--- config.mk ---
export PLATFORM = sky130hd
export DESIGN_NAME = lock_supervisor_flat
export DESIGN_NICKNAME = d
export VERILOG_FILES = /design/src/rtl/lock_pkg.sv /design/src/rtl/lock_if.sv /design/src/rtl/lock_edge_detect.sv /design/src/rtl/lock_supervisor.sv /design/src/flat_wrapper.sv
export SDC_FILE = /design/constraint.sdc
export NUM_CORES = 1
export LEC_CHECK = 0
export BUFFER_PORTS_ARGS = -buffer_cell sky130_fd_sc_hd__buf_2
export CAP_MARGIN = 0
export CORE_UTILIZATION = 41
export DETAILED_ROUTE_END_ITERATION = 8
export PLACE_DENSITY = 0.61
export SETUP_SLACK_MARGIN = 0.4
export SLEW_MARGIN = 20
export SYNTH_ARGS = -nofsm -noshare
export SYNTH_HDL_FRONTEND = slang
export SYNTH_HIERARCHICAL = 1
export SYNTH_SLANG_ARGS = --single-unit
--- constraint.sdc ---
create_clock -name clk -period 2.3 [get_ports clk]
set_clock_uncertainty 0.2 [all_clocks]
set_input_delay 0.46 -clock clk [delete_from_list [all_inputs] [get_ports clk]]
set_output_delay 0.46 -clock clk [all_outputs]
set_load 0.05 [all_outputs]
--- src/rtl/lock_pkg.sv ---
// lock_pkg: shared definitions for the lock supervisor.
//   state_t  - supervisor state encoding (ENTRY=0, OPEN=1, LOCKOUT=2, PROGRAM=3)
//   HEX_*    - status digit values shown while not in ENTRY
package lock_pkg;

  typedef enum logic [1:0] {
    ST_ENTRY   = 2'd0,
    ST_OPEN    = 2'd1,
    ST_LOCKOUT = 2'd2,
    ST_PROGRAM = 2'd3
  } state_t;

  localparam logic [3:0] HEX_OPEN = 4'hA;
  localparam logic [3:0] HEX_LOCK = 4'hE;
  localparam logic [3:0] HEX_PROG = 4'hC;

endpackage

--- src/rtl/lock_if.sv ---
// lock_if: board-side signal bundle of the lock supervisor.
//   b0_in, b1_in  - button levels, already synchronous to clk
//   prog_in       - code programming request
//   out           - lock open
//   lockout_out   - lockout active
//   hex_display   - status digit
// master: drives buttons/prog (board or bench); slave: the supervisor.
interface lock_if;
  logic       b0_in;
  logic       b1_in;
  logic       prog_in;
  logic       out;
  logic       lockout_out;
  logic [3:0] hex_display;

  modport master (
    output b0_in, b1_in, prog_in,
    input  out, lockout_out, hex_display
  );

  modport slave (
    input  b0_in, b1_in, prog_in,
    output out, lockout_out, hex_display
  );
endinterface

--- src/rtl/lock_edge_detect.sv ---
// lock_edge_detect: two-bit rising-edge detector for the lock buttons.
//   clk     - clock
//   lvl_i   - live button levels {b1, b0}
//   rise_o  - one-cycle press pulses {press1, press0}
// The previous-level register always loads the live level, reset included,
// so a button held through reset release does not produce a press.
module lock_edge_detect (
  input  logic       clk,
  input  logic [1:0] lvl_i,
  output logic [1:0] rise_o
);

  logic [1:0] lvl_q;

  always_ff @(posedge clk) begin
    lvl_q <= lvl_i;
  end

  assign rise_o = lvl_i & ~lvl_q;

endmodule

--- src/rtl/lock_supervisor.sv ---
// lock_supervisor: two-button combination lock supervisor.
// Matches the b0/b1 press sequence against the stored code, opens the lock
// for OPEN_CYCLES, counts failed attempts and enforces a LOCKOUT_CYCLES
// lockout after MAX_FAIL consecutive failures.
// Optional feature macro: LOCK_PROGRAM_EN - adds the PROGRAM state, in which
// the code can be rewritten while the lock is open; without it the code is
// the constant DEFAULT_CODE and prog_in is ignored.
// Ports:
//   clk       - clock, rising edge
//   reset_in  - synchronous active-high reset
//   bus       - lock_if.slave: b0_in, b1_in, prog_in in;
//               out, lockout_out, hex_display out (all registered)
module lock_supervisor #(
  parameter int unsigned         CODE_LEN       = 5,
  parameter logic [CODE_LEN-1:0] DEFAULT_CODE   = 5'b10110,
  parameter int unsigned         MAX_FAIL       = 3,
  parameter int unsigned         OPEN_CYCLES    = 500,
  parameter int unsigned         LOCKOUT_CYCLES = 1000
) (
  input logic   clk,
  input logic   reset_in,
  lock_if.slave bus
);
  import lock_pkg::*;

  localparam int unsigned TMR_MAX = (OPEN_CYCLES > LOCKOUT_CYCLES) ? OPEN_CYCLES : LOCKOUT_CYCLES;
  localparam int unsigned TMR_W   = (TMR_MAX > 1) ? $clog2(TMR_MAX) : 1;
  localparam int unsigned FAIL_W  = $clog2(MAX_FAIL + 1);

  localparam logic [TMR_W-1:0]  OPEN_LAST  = TMR_W'(OPEN_CYCLES - 1);
  localparam logic [TMR_W-1:0]  LOCK_LAST  = TMR_W'(LOCKOUT_CYCLES - 1);
  localparam logic [FAIL_W-1:0] FAIL_LIMIT = FAIL_W'(MAX_FAIL);
  localparam logic [3:0]        DIGIT_LAST = 4'(CODE_LEN - 1);

  state_t              state_q, state_d;
  logic [TMR_W-1:0]    timer_q, timer_d;
  logic [FAIL_W-1:0]   fail_q, fail_d;
  logic [3:0]          digit_q, digit_d;
  logic                err_q, err_d;
  logic                out_q, out_d;
  logic                lock_q, lock_d;
  logic [3:0]          hex_q, hex_d;

  logic [1:0]          press;
  logic                any_press;
  logic                dual_press;
  logic                press_btn;
  logic                digit_bad;
  logic [CODE_LEN-1:0] code_cur;
  logic [15:0]         code_ext;
  logic [FAIL_W-1:0]   fail_inc;

`ifdef LOCK_PROGRAM_EN
  logic [CODE_LEN-1:0] code_q, code_d;
  logic [CODE_LEN-1:0] new_code_q, new_code_d;
  logic                single_press;

  assign code_cur     = code_q;
  assign single_press = ^press;
`else
  logic unused_prog;

  assign code_cur    = DEFAULT_CODE;
  assign unused_prog = bus.prog_in;
`endif

  lock_edge_detect u_edge (
    .clk    (clk),
    .lvl_i  ({bus.b1_in, bus.b0_in}),
    .rise_o (press)
  );

  assign any_press  = |press;
  assign dual_press = &press;
  // With a single press, press[1] is the button; a dual press is always bad.
  assign press_btn  = press[1];
  // Zero-extended copy so the 4-bit digit counter can index it directly.
  assign code_ext   = 16'(code_cur);
  assign digit_bad  = dual_press | (press_btn != code_ext[digit_q]);
  assign fail_inc   = (fail_q == '1) ? fail_q : fail_q + 1'b1;

  always_comb begin
    state_d = state_q;
    timer_d = '0;
    fail_d  = fail_q;
    digit_d = digit_q;
    err_d   = err_q;
`ifdef LOCK_PROGRAM_EN
    code_d     = code_q;
    new_code_d = new_code_q;
`endif

    case (state_q)
      ST_ENTRY: begin
        if (any_press) begin
          digit_d = digit_q + 4'd1;
          err_d   = err_q | digit_bad;
          if (digit_q == DIGIT_LAST) begin
            digit_d = '0;
            err_d   = 1'b0;
            if (!(err_q | digit_bad)) begin
              state_d = ST_OPEN;
              fail_d  = '0;
            end else begin
              fail_d = fail_inc;
              if (fail_inc == FAIL_LIMIT) state_d = ST_LOCKOUT;
            end
          end
        end
      end

      ST_OPEN: begin
        if (timer_q == OPEN_LAST) state_d = ST_ENTRY;
        else                      timer_d = timer_q + 1'b1;
`ifdef LOCK_PROGRAM_EN
        // Programming request wins over a coincident timeout.
        if (bus.prog_in) begin
          state_d = ST_PROGRAM;
          timer_d = '0;
        end
`endif
      end

      ST_LOCKOUT: begin
        if (timer_q == LOCK_LAST) begin
          state_d = ST_ENTRY;
          fail_d  = '0;
        end else begin
          timer_d = timer_q + 1'b1;
        end
      end

`ifdef LOCK_PROGRAM_EN
      ST_PROGRAM: begin
        if (single_press) begin
          for (int unsigned i = 0; i < CODE_LEN; i++) begin
            if (digit_q == 4'(i)) new_code_d[i] = press_btn;
          end
          digit_d = digit_q + 4'd1;
          if (digit_q == DIGIT_LAST) begin
            code_d  = new_code_d;
            digit_d = '0;
            state_d = ST_ENTRY;
          end
        end
      end
`endif

      default: state_d = ST_ENTRY;
    endcase

    // Outputs are registered from the next-state values so they line up
    // with the state register.
    out_d  = (state_d == ST_OPEN);
    lock_d = (state_d == ST_LOCKOUT);
    case (state_d)
      ST_OPEN:    hex_d = HEX_OPEN;
      ST_LOCKOUT: hex_d = HEX_LOCK;
      ST_PROGRAM: hex_d = HEX_PROG;
      default:    hex_d = digit_d;
    endcase
  end

  always_ff @(posedge clk) begin
    if (reset_in) begin
      state_q <= ST_ENTRY;
      timer_q <= '0;
      fail_q  <= '0;
      digit_q <= '0;
      err_q   <= 1'b0;
      out_q   <= 1'b0;
      lock_q  <= 1'b0;
      hex_q   <= '0;
`ifdef LOCK_PROGRAM_EN
      code_q  <= DEFAULT_CODE;
`endif
    end else begin
      state_q <= state_d;
      timer_q <= timer_d;
      fail_q  <= fail_d;
      digit_q <= digit_d;
      err_q   <= err_d;
      out_q   <= out_d;
      lock_q  <= lock_d;
      hex_q   <= hex_d;
`ifdef LOCK_PROGRAM_EN
      code_q  <= code_d;
`endif
    end
`ifdef LOCK_PROGRAM_EN
    new_code_q <= new_code_d;
`endif
  end

  assign bus.out         = out_q;
  assign bus.lockout_out = lock_q;
  assign bus.hex_display = hex_q;

endmodule

--- src/flat_wrapper.sv ---
// flat-port wrapper written by rule: the top's interface ports become plain ports
module lock_supervisor_flat import lock_pkg::*;
#(
  parameter int unsigned         CODE_LEN       = 5,
  parameter logic [CODE_LEN-1:0] DEFAULT_CODE   = 5'b10110,
  parameter int unsigned         MAX_FAIL       = 3,
  parameter int unsigned         OPEN_CYCLES    = 500,
  parameter int unsigned         LOCKOUT_CYCLES = 1000
)
  (clk, reset_in, bus_b0_in, bus_b1_in, bus_prog_in, bus_out, bus_lockout_out, bus_hex_display);
  lock_if bus_i ();
  input logic clk;
  input logic reset_in;
  input wire logic [$bits(bus_i.b0_in)-1:0] bus_b0_in;
  input wire logic [$bits(bus_i.b1_in)-1:0] bus_b1_in;
  input wire logic [$bits(bus_i.prog_in)-1:0] bus_prog_in;
  output wire logic [$bits(bus_i.out)-1:0] bus_out;
  output wire logic [$bits(bus_i.lockout_out)-1:0] bus_lockout_out;
  output wire logic [$bits(bus_i.hex_display)-1:0] bus_hex_display;
  assign bus_i.b0_in = bus_b0_in;
  assign bus_i.b1_in = bus_b1_in;
  assign bus_i.prog_in = bus_prog_in;
  assign bus_out = bus_i.out;
  assign bus_lockout_out = bus_i.lockout_out;
  assign bus_hex_display = bus_i.hex_display;
  lock_supervisor #(.CODE_LEN(CODE_LEN), .DEFAULT_CODE(DEFAULT_CODE), .MAX_FAIL(MAX_FAIL), .OPEN_CYCLES(OPEN_CYCLES), .LOCKOUT_CYCLES(LOCKOUT_CYCLES)) u_core (.clk(clk), .reset_in(reset_in), .bus(bus_i));
endmodule
Word level (Yosys, flattened, before mapping)
Memories as Yosys holds them, arrays and structs flattened. A register that Yosys moved wholly into a read port is not among the register bits.
Cells that the tools add are included.
{"block": "totals", "ff_bits": 27, "mem_bits_ro": 16, "wordCells": 61, "mem_count": 1, "input_bits": 5, "output_inout_bits": 6}
{"block": "op_classes", "order_cmp": 1, "bitwise_logic": 4, "mux": 23, "reduce_logical": 6, "addsub": 3, "n_eq_ne": 14}
{"name": "(name not given)", "depth": 16, "width": 1, "read_ports": 1, "rd_ports_with_merged_regs": 1, "wr": 0, "line_no": "lock_supervisor.sv:79", "text": "assign digit_bad = dual_press | (press_btn != code_ext[digit_q]);"}
{"operator": "$mux W2", "count": 11}
{"operator": "$mux W10", "count": 2}
{"operator": "$pmux W10 S2", "count": 1}
{"operator": "$mux W4", "count": 4}
{"operator": "$pmux W4 S3", "count": 1}
{"operator": "$add A10 B1 Y10 const B", "count": 1}
{"operator": "$eq A10 B10 Y1 const B", "count": 1}
{"operator": "$eq A10 B9 Y1 const B", "count": 1}
{"operator": "$eq A2 B2 Y1 const B", "count": 5}
{"operator": "$ne A2 B1 Y1 const B", "count": 3}
{"operator": "$pmux W2 S3", "count": 1}
{"operator": "$lt A4 B5 Y1 const B", "count": 1}
{"operator": "$add A4 B1 Y4 const B", "count": 1}
{"operator": "$eq A2 B1 Y1 const B", "count": 2}
{"operator": "$eq A4 B3 Y1 const B", "count": 1}
{"operator": "$pmux W2 S2", "count": 1}
{"operator": "$reduce_and A2 Y1", "count": 2}
{"operator": "$reduce_and A4 Y1", "count": 1}
{"operator": "$add A2 B1 Y2 const B", "count": 1}
{"operator": "$and A2 B2 Y2", "count": 1}
{"operator": "$logic_not A2 Y1", "count": 1}
{"operator": "$mux W1", "count": 2}
{"operator": "$not A2 Y2", "count": 1}
{"operator": "$or A1 B1 Y1", "count": 2}
{"operator": "other kinds (3)", "count": 3}

Longest topological paths before layout
Gate-level depths: netlist of run 1.
{"block": "logic_depth", "ltp_word": 11, "ltp_mapped": 10, "depth_no_buf": 10}

Cells and area by module
The synthesis of run 1 kept the hierarchy.
{"module": "lock_supervisor", "cells_per_inst": 155, "seq_area_each_um2": 520.5, "area_each_um2": 1385.1, "n_inst": 1}
{"module": "lock_edge_detect", "cells_per_inst": 4, "seq_area_each_um2": 40.0, "area_each_um2": 67.6, "n_inst": 1}

Least setup slack after synthesis of run 1
OpenSTA, ideal clock, no wires.
{"block": "synth_timing", "path_kind": "reg2reg", "from": "register u_core.timer_q[0]", "to": "register u_core.hex_q[2], in the netlist u_core/bus.hex_display[2]", "arrival_ns": 2.076, "setup_slack_ns": -0.112, "setup_time_ns": 0.136, "path_stages_with_launch": 10, "t_required_ns": 1.964, "period_less_slack_ns": 2.412, "path_buffers": 0, "cell_sequence": "dfxtp_1 ha_1 nand2b_1 o41a_4 o311ai_4 and2_1 ha_1 inv_1 a211oi_1 a311oi_1"}
{"block": "synth_via", "elab_chain_len": 5, "word_cells_on_any_way": 9, "cone_classes": "eq/ne: 5; mux: 4"}
{"element": "from (decl)", "line_no": "lock_supervisor.sv:36", "text": "logic [TMR_W-1:0] timer_q, timer_d;"}
{"element": "from (signal assigned)", "line_no": "lock_supervisor.sv:179", "text": "timer_q <= timer_d;"}
{"element": "$eq A10 B10 Y1 or $eq A10 B9 Y1 (tied branches)", "line_no": "lock_supervisor.sv:125, lock_supervisor.sv:113"}
{"element": "$mux W2, on equally long branches", "line_no": "lock_supervisor.sv:125, lock_supervisor.sv:113"}
{"element": "$pmux W2 S3 (*)", "line_no": "lock_supervisor.sv:93", "text": "case (state_q)"}
{"element": "$eq A2 B2 Y1 or $eq A2 B1 Y1 (tied branches)", "line_no": "lock_supervisor.sv:156", "text": "case (state_d)"}
{"element": "$pmux W4 S3 (*)", "line_no": "lock_supervisor.sv:156"}
{"element": "to (signal assigned)", "line_no": "lock_supervisor.sv:173", "text": "hex_q <= '0;"}
{"element": "to (signal assigned)", "line_no": "lock_supervisor.sv:185", "text": "hex_q <= hex_d;"}
{"element": "to (decl)", "line_no": "lock_supervisor.sv:42", "text": "logic [3:0] hex_q, hex_d;"}
Mark *: on every way between the ends. The rest lies on a longest branch, timed or not.
A chain may end at the register's enable or synchronous reset.

Final worst setup path of run 1
{"block": "layout_timing", "from": "register u_core.timer_q[2]", "to": "register u_core.hex_q[2], in the netlist u_core/bus.hex_display[2]"}
The elaborated chain is that of the path after synthesis.

==> metrics.txt, run 1 <==
GRT overflow 0; layout cells sized above 1 48.5%; Final period util a little over nine tenths; crit start category register; Tot GR Track Use a little under a fifth; Via Count 1275; TNS Setup 0 ns; Initial Utilization about 43%; setup ws final 0.106 ns; relative slew slack 57.1%; Unique masters post-synth 43; Rows 21; post-route minimum period 2.19 ns; largest family of logic cells by synthesized area simple AND/OR/NAND/NOR gates; Worst Path Required around 2.3 ns; Hold Path Class input pin to register; # H-tree levels 1; Syn Area/Cell 9.14 um2; crit path kind register to register; Max clock buf depth 2; fraction of registers with async set/reset 0%; via-per-instance ratio 5.06; dpl cell area 1780 um2; design area 2080 um2; n_diodes 0; Post-Synth XOR/XNOR Area 4.82%; FF+latch count, synth 28; outcome complete, no violations; I/O Pins 11; total nets after synthesis 176; Cell Pwr Density 431 nW/um2; first-pass GRT wire length 5.15 mm; top cells by area in the synthesized netlist dfxtp_1 (39%), ha_1 (10%), nor2_1 (5.2%); vias in the first global route around 1200; core footprint 3360 um2; Yosys top cell area share 38.6%; TritonRoute pass-1 iters 4; CTS tree built; initial drt markers 23; CTS Buf Count 3; unrepaired setup endpoints after global routing true; Synth Area in Adders 10.3%; Post-Synth Simple-Gate Area 22.5%; Compound-Gate Fraction of Synth Area between 10% and 20%; Fin. Hold Viols 0; initial antenna violation count 0; clock latency on the worst-skew pair roughly 0.34 ns; largest net degree at the start of global routing 17; Ys Warns 6; Final #Nets about 220; Leakage between 0.7 and 0.8 nW; Max Cap Violations 0; Routed Antenna Nets 0; clock transition at the registers of the reported paths 0.15 ns; endpoints failing setup 0; Detail Placement HPWL 2.24 mm; Slew Limit Fails 0; Setup WS pre-CTS -0.0986 ns; mux share of post-synthesis cell area 0%; die area 3790 um2; CTS Root Cell clkbuf_4; Area Growth Syn to Fin 43.3%; Cell Area, Synth between 1000 and 1500 um2; Post-synth top flop dfxtp_1; count leader, synth dfxtp_1; Slew @ Worst Pin between 0.6 and 0.7 ns; routability cong. 0.797; DRC viols 0; crit path DAT approximately 2.2 ns; cell count after synthesis between 150 and 200; Finished Core Util 61.9%; routed len/inst ~13 um; CTS sink cnt 28; synth cell count leaders dfxtp_1 (28), nor2_1 (20), inv_1 (13); Die Ht 61.5 um; largest area contributor in the netlist dfxtp_1; Post-Route WL 3.17 mm; final instance count without filler cells roughly 250; die width 61.5 um; Cells after DPL 238; IO buf count 9; post-synthesis sequential area ratio 38.6%; critical path endpoint category register; Worst VDD drop 0.212 mV; EDFF count, synth 0; max frequency 456 MHz; crit-path max FO 3
==> layout make-up <==
cell class / instances / area [um2]
fillers: 310 / 1280
flip-flops and latches: 28 / 578
well taps: 46 / 57.6
inverters: 13 / 51.3
clock buffers: 4 / 36.3
repair buffers: 45 / 327
multi-input cells: 116 / 1030
==> path summary, 6_finish.rpt <==
path                            slack [ns]              start                        end  cells past startpoint
worst min-delay path                  0.02          bus_b0_in     u_core/u_edge/lvl_q[0]                      1
worst min register to register        0.32   u_core/fail_q[0]           u_core/fail_q[0]                      2
worst max register to register        0.11  u_core/timer_q[2]  u_core/bus.hex_display[2]                      8
worst max-delay path                  0.11  u_core/timer_q[2]  u_core/bus.hex_display[2]                      8
==> registers in the layout (all words and copies together) (netlist names), named ones only <==
register                count
u_core/err_q                1
u_core/fail_q               2
u_core/state_q              2
u_core/timer_q             10
u_core/digit_q              4
u_core/bus.out              1
u_core/bus.lockout_out      1
u_core/bus.hex_display      4
u_core/u_edge/lvl_q         2
==> per-layer routing <==
layer	track usage [%]	vias to the layer above	share of wire (%)
li1	-	656	-
met1	25.4	600	48
met2	29.6	15	48
met3	2.52	4	2.6
met4	7.30	0	1.3
met5	0	-	0
==> per-stage QoR <==
step / total power [mW] / hold WS, ns
floorplan: 0.583 / 0.232
global placement: 0.615 / 0.267
detailed placement: 0.618 / 0.294
CTS: 0.875 / 0.0189
global route: 0.940 / 0.00483
finish: 0.898 / 0.0232
==> cells in the final DEF (no fill, tap or decap), drive strengths merged, types with 2 or more instances in the layout <==
cell and instances:
buf 45, dfxtp 28, nor2 20, inv 13, ha 12, o21ai 8, a21oi 8, xnor2 7
nand3 7, nor3 6, nor2b 6, nand2 5, clkbuf 4, o211ai 4, nand4 3, and2 2
a31oi 2, or2 2, a211oi 2, o31ai 2
==> where the power goes <==
part / switching [mW] / leakage [nW] / total [mW] / internal (mW)
clock network: 0.150 / 0.0210 / 0.247 / 0.0972
registers: 0.00988 / 0.234 / 0.508 / 0.498
logic: 0.0708 / 0.534 / 0.142 / 0.0715
total: 0.231 / 0.789 / 0.898 / 0.667
==> logic make-up (layout without fill, tap and decap cells) <==
kind of cell / Yosys count / after routing
buffers and inverters: 16 / 62
AOI/OAI and AO/OA: 36 / 37
adders and majority gates: 12 / 12
xor gates and xnor gates: 8 / 8
DFF: 28 / 28
and+or+nand+nor: 59 / 59
==> critical path: stages, from the launching register on <==
cell      delay, ns
dfxtp_2        0.34
or3b_1         0.38
o31a_1         0.33
o311ai_4       0.26
and2_4         0.22
ha_4           0.14
inv_2          0.04
a211oi_2       0.13
a311oi_1       0.06
==> repair_timing <==
item	4_1_cts	5_1_grt
hold buffers	0	0
gates cloned	1	0
setup endpoints to repair	20	21
resized for setup	28	23
buffers inserted	4	5
pin swaps	10	12
(Power assumes the default switching activity.)
==> run 2: changes to the inputs <==
--- a/config.mk
+++ b/config.mk
@@ -9,7 +9,6 @@
 export CAP_MARGIN = 0
 export CORE_UTILIZATION = 41
 export DETAILED_ROUTE_END_ITERATION = 8
-export PLACE_DENSITY = 0.61
 export SETUP_SLACK_MARGIN = 0.4
 export SLEW_MARGIN = 20
 export SYNTH_ARGS = -nofsm -noshare
==> run 2 against run 1 <==
  * Sequential share of layout area decreased by 1.1 points
  * Clock power barely moved
  * Sequential power about the same
  * Combinational power rose by 6%
  * Cell count is 0.79% higher
  * Non-clock buffer count is 2 higher
  * Wire length up 13%
  * Hold slack gained 0.011 ns
  * Worst setup slack worse by 0.054 ns
  * First-iteration DRC count increased to 4.0 times the previous value
  * Critical endpoint unchanged
==> metrics.txt, run 2 (synthesized netlist as in run 1, its figures left out) <==
outcome complete, no violations; dpl cell area 1770 um2 (-0.42%); die area 3790 um2 (unchanged); P_int 0.666 mW (-0.12%); critical path endpoint category register; crit path DAT 2.27 ns (+0.04 ns); Hold Path Class input pin to register; vias in the first global route 1280 (+8.4%); Initial Utilization 43.2% (unchanged); Worst Path Required 2.33 ns (about the same); relative slew slack 73.8% (+17 points); via-per-instance ratio 5.06 (about the same); Via Count 1285 (+0.78%); IO buf count 9 (unchanged); Sw Share 26.4% (+0.72 points); Post-Route WL 3.57 mm (+13%); initial antenna violation count 0 (unchanged); Detail Placement HPWL 2.22 mm (-1.2%); Rows 21 (unchanged); Fin. Hold Viols 0 (unchanged); max reg flops 10 (unchanged); Area Growth Syn to Fin 49.1%; crit path kind register to register; Max clock buf depth 2 (unchanged); # H-tree levels 1 (unchanged); core footprint 3360 um2 (unchanged); routed len/inst 14.1 um (+12%); n_diodes 0 (unchanged); Seq pwr share 56.0% (-0.6 points); design area 2170 um2 (+4.0%); Slew @ Worst Pin 0.391 ns (-0.246 ns); CTS sink cnt 28 (unchanged); Slew Limit Fails 0 (unchanged); DRC viols 0 (unchanged); Worst VDD drop 0.288 mV (+36%); WHS 0.0341 ns (+0.0109 ns); endpoints failing setup 0 (unchanged); Routed Antenna Nets 0 (unchanged); CTS Root Cell clkbuf_4; first-pass GRT wire length 5.58 mm (+8.2%); clock latency on the worst-skew pair 0.34 ns (about the same); commonest non-fill, non-tap cell in the layout buf_4; TritonRoute pass-1 iters 4 (unchanged); largest net degree at the start of global routing 17 (unchanged); register with the most flip-flops u_core/timer_q; Final period util 97.7% (+2.3 points); CTS Buf Count 3 (unchanged); Leakage 0.819 nW (+3.8%); Final #Nets 226 (+0.89%); Comb pwr share 16.5% (+0.6 points); # hold bufs at CTS 0 (unchanged); Die Ht 61.5 um (unchanged); Cell Pwr Density 418 nW/um2 (-3.0%); routability cong. 0.796 (about the same); CTS tree built; Max Cap Violations 0 (unchanged); die width 61.5 um (unchanged); most frequent cells in the layout buf_4 (31), nor2_1 (19), dfxtp_1 (15), dfxtp_2 (13), inv_1 (10); crit-path max FO 3 (unchanged); P_sw 0.239 mW (+3.7%); max frequency 445 MHz (-2.4%); GRT overflow 0 (unchanged); initial drt markers 91 (+300%); clock transition at the registers of the reported paths 0.16 ns (about the same); crit start category register; layout cells sized above 1 50.0% (+1.5 points); post-route minimum period 2.25 ns (+0.0538 ns); unrepaired setup endpoints after global routing true; Tot GR Track Use 19.6% (+1.0 points); I/O Pins 11 (unchanged); Clk pwr share 27.4% (about the same)
## run 2: cell count changes in the layout (fill, tap and decap cells not counted), moves of 2 or more
cell | before | now
inv_1 | 7 | 10
inv_2 | 5 | 3
dfxtp_2 | 11 | 13
buf_4 | 33 | 31
buf_6 | 3 | 6
## run 2: what timing repair did
action / in CTS / in global routing
cloned: 1 / 0
resized for setup: 36 / 24
pin swaps: 13 / 6
buffers inserted: 10 / 2
endpoints found under the hold margin: 0 / 0
setup endpoints to repair: 20 / 22
## run 2: through the flow
step	TNS [ns]	setup slack, ns	std cells	utilization [%]	total power [mW]
final	0	0.0522	254	64.4	0.906
after global routing	-0.0445	-0.0235	254	64.4	0.942
after CTS	0	0.0831	252	60.2	0.894
after detailed placement	-0.247	-0.0856	237	52.8	0.622
after global placement	-0.153	-0.0601	237	52.8	0.617
after floorplan	0	0.0101	159	-	0.583
## run 2: area by class of cell
cell class                 count  area (um2)
tap                           46        57.6
timing repair buffer          47         360
multi-input combinational    116        1090
fill                         295        1200
inverter                      13        48.8
sequential                    28         577
clock buffer                   4        36.3
## run 2: power groups by stage
stage	sequential, mW	combinational, mW	clock, mW
after global placement	0.517	0.100	0
final	0.507	0.150	0.249
after floorplan	0.527	0.0557	0
after CTS	0.507	0.134	0.253
after global routing	0.509	0.160	0.272
after detailed placement	0.518	0.104	0
## run 2: critical path, stage by stage (launching register included)
cell	delay (ns)
dfxtp_2	0.36
or3b_1	0.38
o31a_1	0.33
o311ai_4	0.25
and2_4	0.23
ha_4	0.14
inv_2	0.04
a211oi_2	0.14
a311oi_1	0.06
## run 2: routing by layer
metal / track usage (%) / share of wire, % / vias to the layer above / routed length (um)
li1: - / - / 656 / -
met1: 28.3 / 48 / 591 / 1720
met2: 30.4 / 48 / 32 / 1710
met3: 2.52 / 2.9 / 6 / 104
met4: 6.03 / 0.95 / 0 / 34
met5: 0 / 0 / - / 0
## run 2: final timing paths
kind | startpoint | end | slack (ns) | depth (start not counted)
worst max-delay path | u_core/timer_q[2] | u_core/bus.hex_display[2] | 0.05 | 8
worst min register to register | u_core/fail_q[0] | u_core/fail_q[0] | 0.31 | 2
worst max register to register | u_core/timer_q[2] | u_core/bus.hex_display[2] | 0.05 | 8
worst min-delay path | bus_b1_in | u_core/u_edge/lvl_q[1] | 0.03 | 1
==> run 3: changes to the inputs <==
--- a/config.mk
+++ b/config.mk
@@ -7,8 +7,11 @@
 export LEC_CHECK = 0
 export BUFFER_PORTS_ARGS = -buffer_cell sky130_fd_sc_hd__buf_2
 export CAP_MARGIN = 0
-export CORE_UTILIZATION = 41
+export CELL_PAD_IN_SITES_DETAIL_PLACEMENT = 0
+export CELL_PAD_IN_SITES_GLOBAL_PLACEMENT = 2
+export CORE_UTILIZATION = 33
 export DETAILED_ROUTE_END_ITERATION = 8
+export PLACE_DENSITY_LB_ADDON = 0.1
 export SETUP_SLACK_MARGIN = 0.4
 export SLEW_MARGIN = 20
 export SYNTH_ARGS = -nofsm -noshare
==> run 3 against run 2 <==
  * Register-to-register slack improved by 0.04 ns
  * Non-clock buffer count is 1 lower
  * Worst setup slack better by 0.044 ns
  * First-iteration DRC count decreased by 64%
  * Critical endpoint unchanged
  * Largest cell class unchanged
  * Highest routed layer unchanged
==> metrics.txt, run 3 (synthesized netlist as in run 1, its figures left out) <==
Fin. Hold Viols 0 (unchanged); # H-tree levels 1 (unchanged); clock latency on the worst-skew pair 0.29 ns (-0.05 ns); max frequency 454 MHz (+2.0%); crit path kind register to register; post-route minimum period 2.20 ns (-0.0444 ns); Total Power 1.01 mW (+12%); core footprint 4120 um2 (+22%); Max Cap Violations 0 (unchanged); CTS sink cnt 28 (unchanged); via-per-instance ratio 4.89 (-3.3%); Post-Route WL 3.53 mm (-1.1%); unrepaired setup endpoints after global routing true; Die Ht 68.3 um (+11%); Initial Utilization 35.3% (-7.9 points); TritonRoute pass-1 iters 4 (unchanged); Max clock buf depth 2 (unchanged); DRC viols 0 (unchanged); Slew Limit Fails 0 (unchanged); Final #Nets 224 (-0.88%); commonest non-fill, non-tap cell in the layout buf_4; GRT overflow 0 (unchanged); setup ws final 0.0966 ns (+0.0444 ns); n_diodes 0 (unchanged); Detail Placement HPWL 2.57 mm (+16%); routability cong. 0.801 (+0.60%); largest net degree at the start of global routing 17 (unchanged); Leakage 0.791 nW (-3.4%); Worst Path Required 2.27 ns (-0.06 ns); Worst VDD drop 0.380 mV (+32%); first-pass GRT wire length 5.66 mm (+1.6%); most frequent cells in the layout buf_4 (34), dfxtp_1 (16), dfxtp_2 (12), inv_1 (10), nor2_1 (10); CTS Root Cell clkbuf_8; TNS Setup 0 ns (unchanged); layout cells sized above 1 49.0% (-0.97 points); Setup WS pre-CTS -0.0991 ns (-0.0135 ns); Slew @ Worst Pin 0.370 ns (-0.0209 ns); max reg flops 10 (unchanged); endpoints failing setup 0 (unchanged); Tot GR Track Use 17.1% (-2.6 points); initial antenna violation count 0 (unchanged); Cell Pwr Density 494 nW/um2 (+18%); crit-path max FO 3 (unchanged); clock transition at the registers of the reported paths 0.10 ns (-0.06 ns); Hold Path Class input pin to register; outcome complete, no violations; Rows 23 (+9.5%); CTS Buf Count 3 (unchanged); vias in the first global route 1255 (-2.0%); IO buf count 9 (unchanged); Finished Core Util 49.8% (-15 points); crit path DAT 2.18 ns (-0.09 ns); Final period util 95.8% (-1.9 points); Via Count 1253 (-2.5%); die width 68.3 um (+11%); relative slew slack 75.2% (+1.5 points); Routed Antenna Nets 0 (unchanged); I/O Pins 11 (unchanged); Area Growth Syn to Fin 41.0%; critical path endpoint category register; crit start category register; CTS tree built; die area 4670 um2 (+23%); routed len/inst 13.8 um (-1.9%); initial drt markers 33 (-64%); register with the most flip-flops u_core/timer_q
[run 3: cell count changes in the layout (fill, tap and decap cells not counted), sizes merged]
cell    delta
buf        -1
bufinv     +1
clkbuf     -1
o211ai     -1
[run 3: power by group]
group	switching [mW]	total, mW	internal [mW]
combinational	0.0605	0.111	0.0505
clock	0.162	0.396	0.234
sequential	0.00797	0.506	0.498
total	0.231	1.01	0.782
[run 3: metrics by stage]
stage          instance area [um2]  hold slack [ns]  cells
5_1_grt                       2050           0.0798    256
3_5_place_dp                  1790            0.279    243
2_1_floorplan                 1500            0.232    159
6_report                      2050           0.0917    256
4_1_cts                       1950           0.0789    253
3_3_place_gp                  1790            0.267    243
[run 3: final cells by class]
cell class	count	area (um2)
clock inverter	1	30.0
sequential	28	576
timing repair buffer	46	334
fill	401	2070
clock buffer	3	41.3
tap	50	62.6
multi-input combinational	115	956
inverter	13	48.8
[run 3: routing by layer]
layer,part of all wire [%],global-route usage [%],vias up
met3,1.7,4.00,5
met4,1.3,5.47,0
met1,49,21.5,592
met2,48,28.4,10
met5,0,0,-
li1,-,-,646
[run 3: repair_timing]
action	CTS	global route
hold buffers	0	0
pin swaps	6	10
gates cloned	0	0
endpoints found under the setup margin	20	20
gates resized for setup	14	29
buffers inserted	6	3
[run 3: path summary, 6_finish.rpt]
kind                                         from                         to  slack, ns  cells past startpoint
worst max-delay path            u_core/timer_q[2]  u_core/bus.hex_display[2]        0.1                      8
worst max register to register  u_core/timer_q[2]  u_core/bus.hex_display[2]        0.1                      8
worst min register to register   u_core/fail_q[0]           u_core/fail_q[0]       0.29                      2
worst min-delay path                    bus_b1_in     u_core/u_edge/lvl_q[1]       0.09                      1
[run 3: worst max-delay path: stages (launching register included)]
cell and delay, ns:
dfxtp_2 0.33, or3b_1 0.38, o31a_1 0.36, o311ai_4 0.24
and2_4 0.22, ha_4 0.14, inv_2 0.04, a211oi_2 0.13
a311oi_1 0.06
